## src/rtl/eq_band_channel_pkg.sv

```systemverilog
// Shared widths, sample/accumulator types and the signed saturation helper
// used by every equalizer band.
package eq_pkg;

  localparam int FILTER_IN_BITS  = 16;
  localparam int FILTER_OUT_BITS = 16;
  localparam int NUMBER_OF_TAPS  = 64;
  localparam int COEFF_BITS      = 16;
  localparam int COEFF_FRAC_BITS = 16;
  localparam int GAIN_BITS       = 2;
  localparam int GAIN_FRAC_BITS  = 0;

  localparam int TAP_IDX_BITS = $clog2(NUMBER_OF_TAPS);
  localparam int PROD_BITS    = FILTER_IN_BITS + COEFF_BITS;
  localparam int ACC_BITS     = FILTER_IN_BITS + COEFF_BITS + TAP_IDX_BITS;

  typedef logic signed [FILTER_IN_BITS-1:0]  sample_t;
  typedef logic signed [FILTER_OUT_BITS-1:0] out_t;
  typedef logic signed [COEFF_BITS-1:0]      coeff_t;
  typedef logic signed [ACC_BITS-1:0]        acc_t;

  // Clamp a wide signed value into the signed FILTER_OUT_BITS range.
  function automatic out_t sat_out(input acc_t x);
    acc_t max_v;
    acc_t min_v;
    max_v = acc_t'(2 ** (FILTER_OUT_BITS - 1) - 1);
    min_v = acc_t'(-(2 ** (FILTER_OUT_BITS - 1)));
    if (x > max_v) begin
      return out_t'(max_v);
    end else if (x < min_v) begin
      return out_t'(min_v);
    end
    return out_t'(x);
  endfunction

endpackage

```

## src/rtl/eq_band_channel_if.sv

```systemverilog
// Sample, coefficient and status bundle of one equalizer band; the band itself
// is the slave, the driving controller (or bench) is the master.
interface eq_band_channel_if;
  import eq_pkg::*;

  logic                                 clk_enable;
  logic                                 amplifier_enable;
  logic [GAIN_BITS-1:0]                 gain;
  sample_t                              filter_in;
  logic [COEFF_BITS*NUMBER_OF_TAPS-1:0] coeffs_feed;
  logic [TAP_IDX_BITS-1:0]              current_count;
  logic                                 phase_min;
  out_t                                 filtered_out;

  modport master (
    output clk_enable, amplifier_enable, gain, filter_in, coeffs_feed,
    input  current_count, phase_min, filtered_out
  );

  modport slave (
    input  clk_enable, amplifier_enable, gain, filter_in, coeffs_feed,
    output current_count, phase_min, filtered_out
  );

endinterface

```

## src/rtl/eq_band_channel_tap_counter.sv

```systemverilog
// Free-running tap-phase counter: 0 .. NUMBER_OF_TAPS-1, wrapping, one step per
// enabled cycle. phase_min marks the frame-boundary (count 0) cycle.
module tap_counter
  import eq_pkg::*;
(
  input  logic                    clk,
  input  logic                    rst_n,
  input  logic                    en_i,
  output logic [TAP_IDX_BITS-1:0] count_o,
  output logic                    phase_min_o
);

  logic [TAP_IDX_BITS-1:0] count_q;
  logic [TAP_IDX_BITS-1:0] count_d;

  // Tap count is a power of two, so the natural binary overflow is the wrap.
  always_comb begin
    count_d = count_q;
    if (en_i) begin
      count_d = count_q + TAP_IDX_BITS'(1);
    end
  end

  always_ff @(posedge clk or negedge rst_n) begin
    if (!rst_n) begin
      count_q <= '0;
    end else begin
      count_q <= count_d;
    end
  end

  assign count_o     = count_q;
  assign phase_min_o = (count_q == '0);

endmodule

```

## src/rtl/eq_band_channel.sv

```systemverilog
// One equalizer band: optional gain stage, 64-tap serial-MAC FIR, saturated output.
// Define EQ_GAIN_EN to build the amplifier stage; otherwise samples pass unscaled.
module eq_band_channel
  import eq_pkg::*;
(
  input  logic             clk,
  input  logic             rst_n,
  eq_band_channel_if.slave band_if
);

  logic [TAP_IDX_BITS-1:0] count;
  logic                    phase_min;

  tap_counter u_tap_counter (
    .clk         (clk),
    .rst_n       (rst_n),
    .en_i        (band_if.clk_enable),
    .count_o     (count),
    .phase_min_o (phase_min)
  );

  assign band_if.current_count = count;
  assign band_if.phase_min     = phase_min;

  sample_t amp_out;

`ifdef EQ_GAIN_EN
  logic signed [FILTER_IN_BITS+GAIN_BITS:0] amp_prod;

  assign amp_prod = band_if.filter_in * $signed({1'b0, band_if.gain});
  assign amp_out  = band_if.amplifier_enable
                  ? sat_out(acc_t'(amp_prod >>> GAIN_FRAC_BITS))
                  : band_if.filter_in;
`else
  logic gain_unused;

  assign gain_unused = ^{band_if.amplifier_enable, band_if.gain};
  assign amp_out     = band_if.filter_in;
`endif

  sample_t                 delay_q [NUMBER_OF_TAPS];
  acc_t                    acc_q;
  acc_t                    acc_d;
  out_t                    out_q;
  out_t                    out_d;
  logic [TAP_IDX_BITS-1:0] tap_idx;
  sample_t                 tap_sample;
  coeff_t                  tap_coeff;
  logic signed [PROD_BITS-1:0] tap_prod;
  acc_t                    acc_sum;

  // Count 0 wraps to tap N-1, so the closing MAC reads the pre-shift oldest sample.
  assign tap_idx    = count - TAP_IDX_BITS'(1);
  assign tap_sample = delay_q[tap_idx];
  assign tap_coeff  = band_if.coeffs_feed[tap_idx*COEFF_BITS +: COEFF_BITS];
  assign tap_prod   = tap_sample * tap_coeff;
  assign acc_sum    = acc_q + acc_t'(tap_prod);

  always_comb begin
    acc_d = acc_sum;
    out_d = out_q;
    if (phase_min) begin
      acc_d = '0;
      out_d = sat_out(acc_sum >>> COEFF_FRAC_BITS);
    end
  end

  always_ff @(posedge clk or negedge rst_n) begin
    if (!rst_n) begin
      acc_q <= '0;
      out_q <= '0;
      for (int k = 0; k < NUMBER_OF_TAPS; k++) begin
        delay_q[k] <= '0;
      end
    end else if (band_if.clk_enable) begin
      acc_q <= acc_d;
      out_q <= out_d;
      if (phase_min) begin
        delay_q[0] <= amp_out;
        for (int k = 1; k < NUMBER_OF_TAPS; k++) begin
          delay_q[k] <= delay_q[k-1];
        end
      end
    end
  end

  assign band_if.filtered_out = out_q;

endmodule

```

## src/flat_wrapper.sv

```systemverilog
// flat-port wrapper written by rule: the top's interface ports become plain ports
module eq_band_channel_flat import eq_pkg::*;
  (clk, rst_n, band_if_clk_enable, band_if_amplifier_enable, band_if_gain, band_if_filter_in, band_if_coeffs_feed, band_if_current_count, band_if_phase_min, band_if_filtered_out);
  eq_band_channel_if band_if_i ();
  input  logic clk;
  input  logic rst_n;
  input wire logic [$bits(band_if_i.clk_enable)-1:0] band_if_clk_enable;
  input wire logic [$bits(band_if_i.amplifier_enable)-1:0] band_if_amplifier_enable;
  input wire logic [$bits(band_if_i.gain)-1:0] band_if_gain;
  input wire logic [$bits(band_if_i.filter_in)-1:0] band_if_filter_in;
  input wire logic [$bits(band_if_i.coeffs_feed)-1:0] band_if_coeffs_feed;
  output wire logic [$bits(band_if_i.current_count)-1:0] band_if_current_count;
  output wire logic [$bits(band_if_i.phase_min)-1:0] band_if_phase_min;
  output wire logic [$bits(band_if_i.filtered_out)-1:0] band_if_filtered_out;
  assign band_if_i.clk_enable = band_if_clk_enable;
  assign band_if_i.amplifier_enable = band_if_amplifier_enable;
  assign band_if_i.gain = band_if_gain;
  assign band_if_i.filter_in = band_if_filter_in;
  assign band_if_i.coeffs_feed = band_if_coeffs_feed;
  assign band_if_current_count = band_if_i.current_count;
  assign band_if_phase_min = band_if_i.phase_min;
  assign band_if_filtered_out = band_if_i.filtered_out;
  eq_band_channel u_core (.clk(clk), .rst_n(rst_n), .band_if(band_if_i));
endmodule
```

## config.mk

```make
export PLATFORM = sky130hd
export DESIGN_NAME = eq_band_channel_flat
export DESIGN_NICKNAME = d
export VERILOG_FILES = /design/src/rtl/eq_band_channel_pkg.sv /design/src/rtl/eq_band_channel_if.sv /design/src/rtl/eq_band_channel_tap_counter.sv /design/src/rtl/eq_band_channel.sv /design/src/flat_wrapper.sv
export SDC_FILE = /design/constraint.sdc
export NUM_CORES = 2
export LEC_CHECK = 0
export CAP_MARGIN = 40
export CORE_UTILIZATION = 40
export DETAILED_ROUTE_END_ITERATION = 8
export GPL_TIMING_DRIVEN = 0
export SYNTH_ARGS = -nofsm -noshare
export SYNTH_HDL_FRONTEND = slang
export SYNTH_HIERARCHICAL = 1
export SYNTH_SLANG_ARGS = --single-unit
```

## constraint.sdc

```tcl
create_clock -name clk -period 12.05 [get_ports clk]
set_input_delay 3.0125 -clock clk [delete_from_list [all_inputs] [get_ports clk]]
set_output_delay 3.0125 -clock clk [all_outputs]
set_load 0.02 [all_outputs]
```

==> results.txt <==
Starting Density: 40.33%
flop2flop setup slack: 0.14 ns
hold path cells: 2
Worst R2R Path Depth: 33
Avg Inst Size Synth: 10.18 um2
via/cell ratio: 5.777
sequential share of the synthesized area: 39.65%
Post-DP Area: 83140 um2
CP Capture Type: flip-flop
CP Class: in -> reg
outcome: finished, final reports clean
H-tree depth: 3
Post-Syn Instances: 6719
xor/xnor share of the synthesized area: 0.6383%
Rows: 151
startpoint types: input port
chip height: 415.6 um
skew final: 0.07830 ns
clk sinks: 1084
Most used DFF post-synth: dfrtp_1
total track usage: 39.97%
largest net degree at the start of global routing: 174
CTS tree: yes
CP most frequent cell: inv_1
Post-synth EDFFs: 0
synth warn: 6
worst skew pair latency: 0.79 ns
DR pass1 iterations: 7
cts hold-fix bufs: 0
Final Util: 51.97%
Final period util: 99.02%
layout cells sized above 1: 14.26%
Finished Layout Cells: 10390
Slew HR: 31.08%
synthesized flop and latch total: 1084
Period minus WS final: 11.93 ns
synthesis-to-finish area growth: 28.87%
TritonCTS buffer count: 114
commonest non-fill, non-tap cells in the layout: nand2_1, dfrtp_1, clkdlybuf4s50_1, mux4_2, inv_1
Final Hold Vio Count: 0
core area: 169700 um2
Max Fclk: 83.81 MHz
syn_nets: 8201
Worst-Margin Slew: 1.034 ns
post-synthesis mux area share: 22.01%
ys async rst share: 100.0%
Port Buf Inserts: 1065
nets: 9484
clk buf depth: 3
Final Max Tran Viols: 0
Via Count: 60000
antenna-violating nets left: 0
Max Cap Viol: 0
vias in the first global route: 58510
CP Data Required Time: 12.75 ns
Post-Syn Area: 68420 um2
Netlist cell types: 60
I/O pin count: 1069
clk root buf: clkbuf_16
global-route wire length before repair: 473500 um
Worst Hold Class: reg -> reg
Crit Path Max Fanout: 10
area fraction in compound gates after synthesis: 1.619%
clk slew on worst S/H paths: 0.07 ns
commonest non-fill, non-tap cell in the layout: nand2_1
Critical Path Slowest Stage Cell: clkdlybuf4s50_1
CP max stage delay: 0.79 ns
# setup viols final: 0
total gr overflow: 0
fin area: 88170 um2
hpwl dp: 275600 um
GPL Wtd Cong: 0.9995
initial DRC count: 7586
final wirelength: 346200 um
Synth Area in Simple Gates: 19.74%
drc violations: 0
DIE AREA: 172700 um2
dpl cells: 10070
RSZ-0062 raised after global routing: no
initial antenna violation count: 66
Arrival @ worst endpoint: 12.64 ns
chip width: 415.6 um
Post-Synth Adder-Cell Area: 11.52%
WL per Instance: 33.33 um
main combinational cell family by area after synthesis: multiplexers
## cell type report
| type | count | area, um2 |
|---|---|---|
| Multi-Input combinational cell | 4792 | 38160 |
| Timing Repair Buffer | 1172 | 12190 |
| Clock inverter | 45 | 536.8 |
| Antenna cell | 77 | 192.7 |
| Buffer | 421 | 2306 |
| Sequential cell | 1084 | 27130 |
| Fill cell | 15400 | 81490 |
| Clock buffer | 160 | 3306 |
| Tap cell | 2218 | 2775 |
| Inverter | 417 | 1565 |
## what timing repair did
| item | CTS | global route |
|---|---|---|
| pin swaps | 6 | 3 |
| resized for setup | 189 | 15 |
| endpoints found under the hold margin | 0 | 0 |
| setup endpoints to repair | 47 | 16 |
| buffers inserted | 23 | 9 |
## worst max-delay path: cells and delay by family
family,cells,cell delay [ns]
muxes,2,1.24
AOI/OAI and AO/OA,7,1.37
buffers and inverters,10,1.83
and+or+nand+nor,6,1.47
adders and majority gates,7,3.49
xor gates and xnor gates,1,0.18
## worst paths after layout
path,to,startpoint
setup / recovery,u_core/band_if.filtered_out[10],band_if_coeffs_feed[1009]
min in group asynchronous,u_core/u_tap_counter/count_o[1],rst_n
setup reg to reg,u_core/band_if.filtered_out[10],u_core/u_tap_counter/count_o[0]
max in group asynchronous,u_core/delay_q[526],rst_n
hold reg to reg,u_core/delay_q[262],u_core/delay_q[278]
hold / removal,u_core/delay_q[262],u_core/delay_q[278]
## registers in the layout, indices dropped and copies added (netlist names)
name / count
u_core/acc_q: 38
u_core/u_tap_counter/count_o: 6
u_core/delay_q: 1024
u_core/band_if.filtered_out: 16
## layer usage
| layer | global-route usage [%] | share of wire [%] | vias to the layer above |
|---|---|---|---|
| met3 | 11.21 | 10 | 822 |
| met5 | 0 | 0.064 | - |
| met4 | 31.08 | 9.4 | 28 |
| met2 | 56.43 | 42 | 3569 |
| li1 | - | - | 24690 |
| met1 | 51.90 | 38 | 30900 |
## cells by family (layout without fill, tap and decap cells)
kind of cell / Yosys count / in the layout
flops: 1084 / 1084
fa+ha+maj: 436 / 436
buf+inv: 843 / 2215
xor+xnor: 49 / 49
mux: 673 / 673
compound gates: 167 / 167
other cells: 0 / 77
simple gates: 3467 / 3467
## cell usage after synthesis, drive strengths merged, types with 26 or more instances
| cell | number | area, um2 |
|---|---|---|
| a21oi | 33 | 168.9 |
| mux4 | 663 | 14950 |
| fa | 323 | 6466 |
| inv | 417 | 1565 |
| xnor2 | 26 | 227.7 |
| dfrtp | 1084 | 27130 |
| and2 | 56 | 350.3 |
| buf | 150 | 700.7 |
| clkbuf | 276 | 1036 |
| nor2b | 64 | 400.4 |
| o21ai | 47 | 235.2 |
| ha | 113 | 1414 |
| nand2 | 3239 | 12160 |
| nor2 | 45 | 171.4 |
## through the flow
stage / setup TNS [ns] / setup WS, ns / hold slack (ns)
floorplan: 0 / 0.6133 / 0.4411
global placement: - / -42.55 / 0.4548
detailed placement: -142.72 / -4.289 / 0.4656
CTS: 0 / 0.1057 / 0.4343
global route: 0 / 0.02216 / 0.4547
finish: 0 / 0.1176 / 0.4428
Power is not shown: default switching activity piles up to over one toggle a cycle in this logic, so the estimate is an artifact.
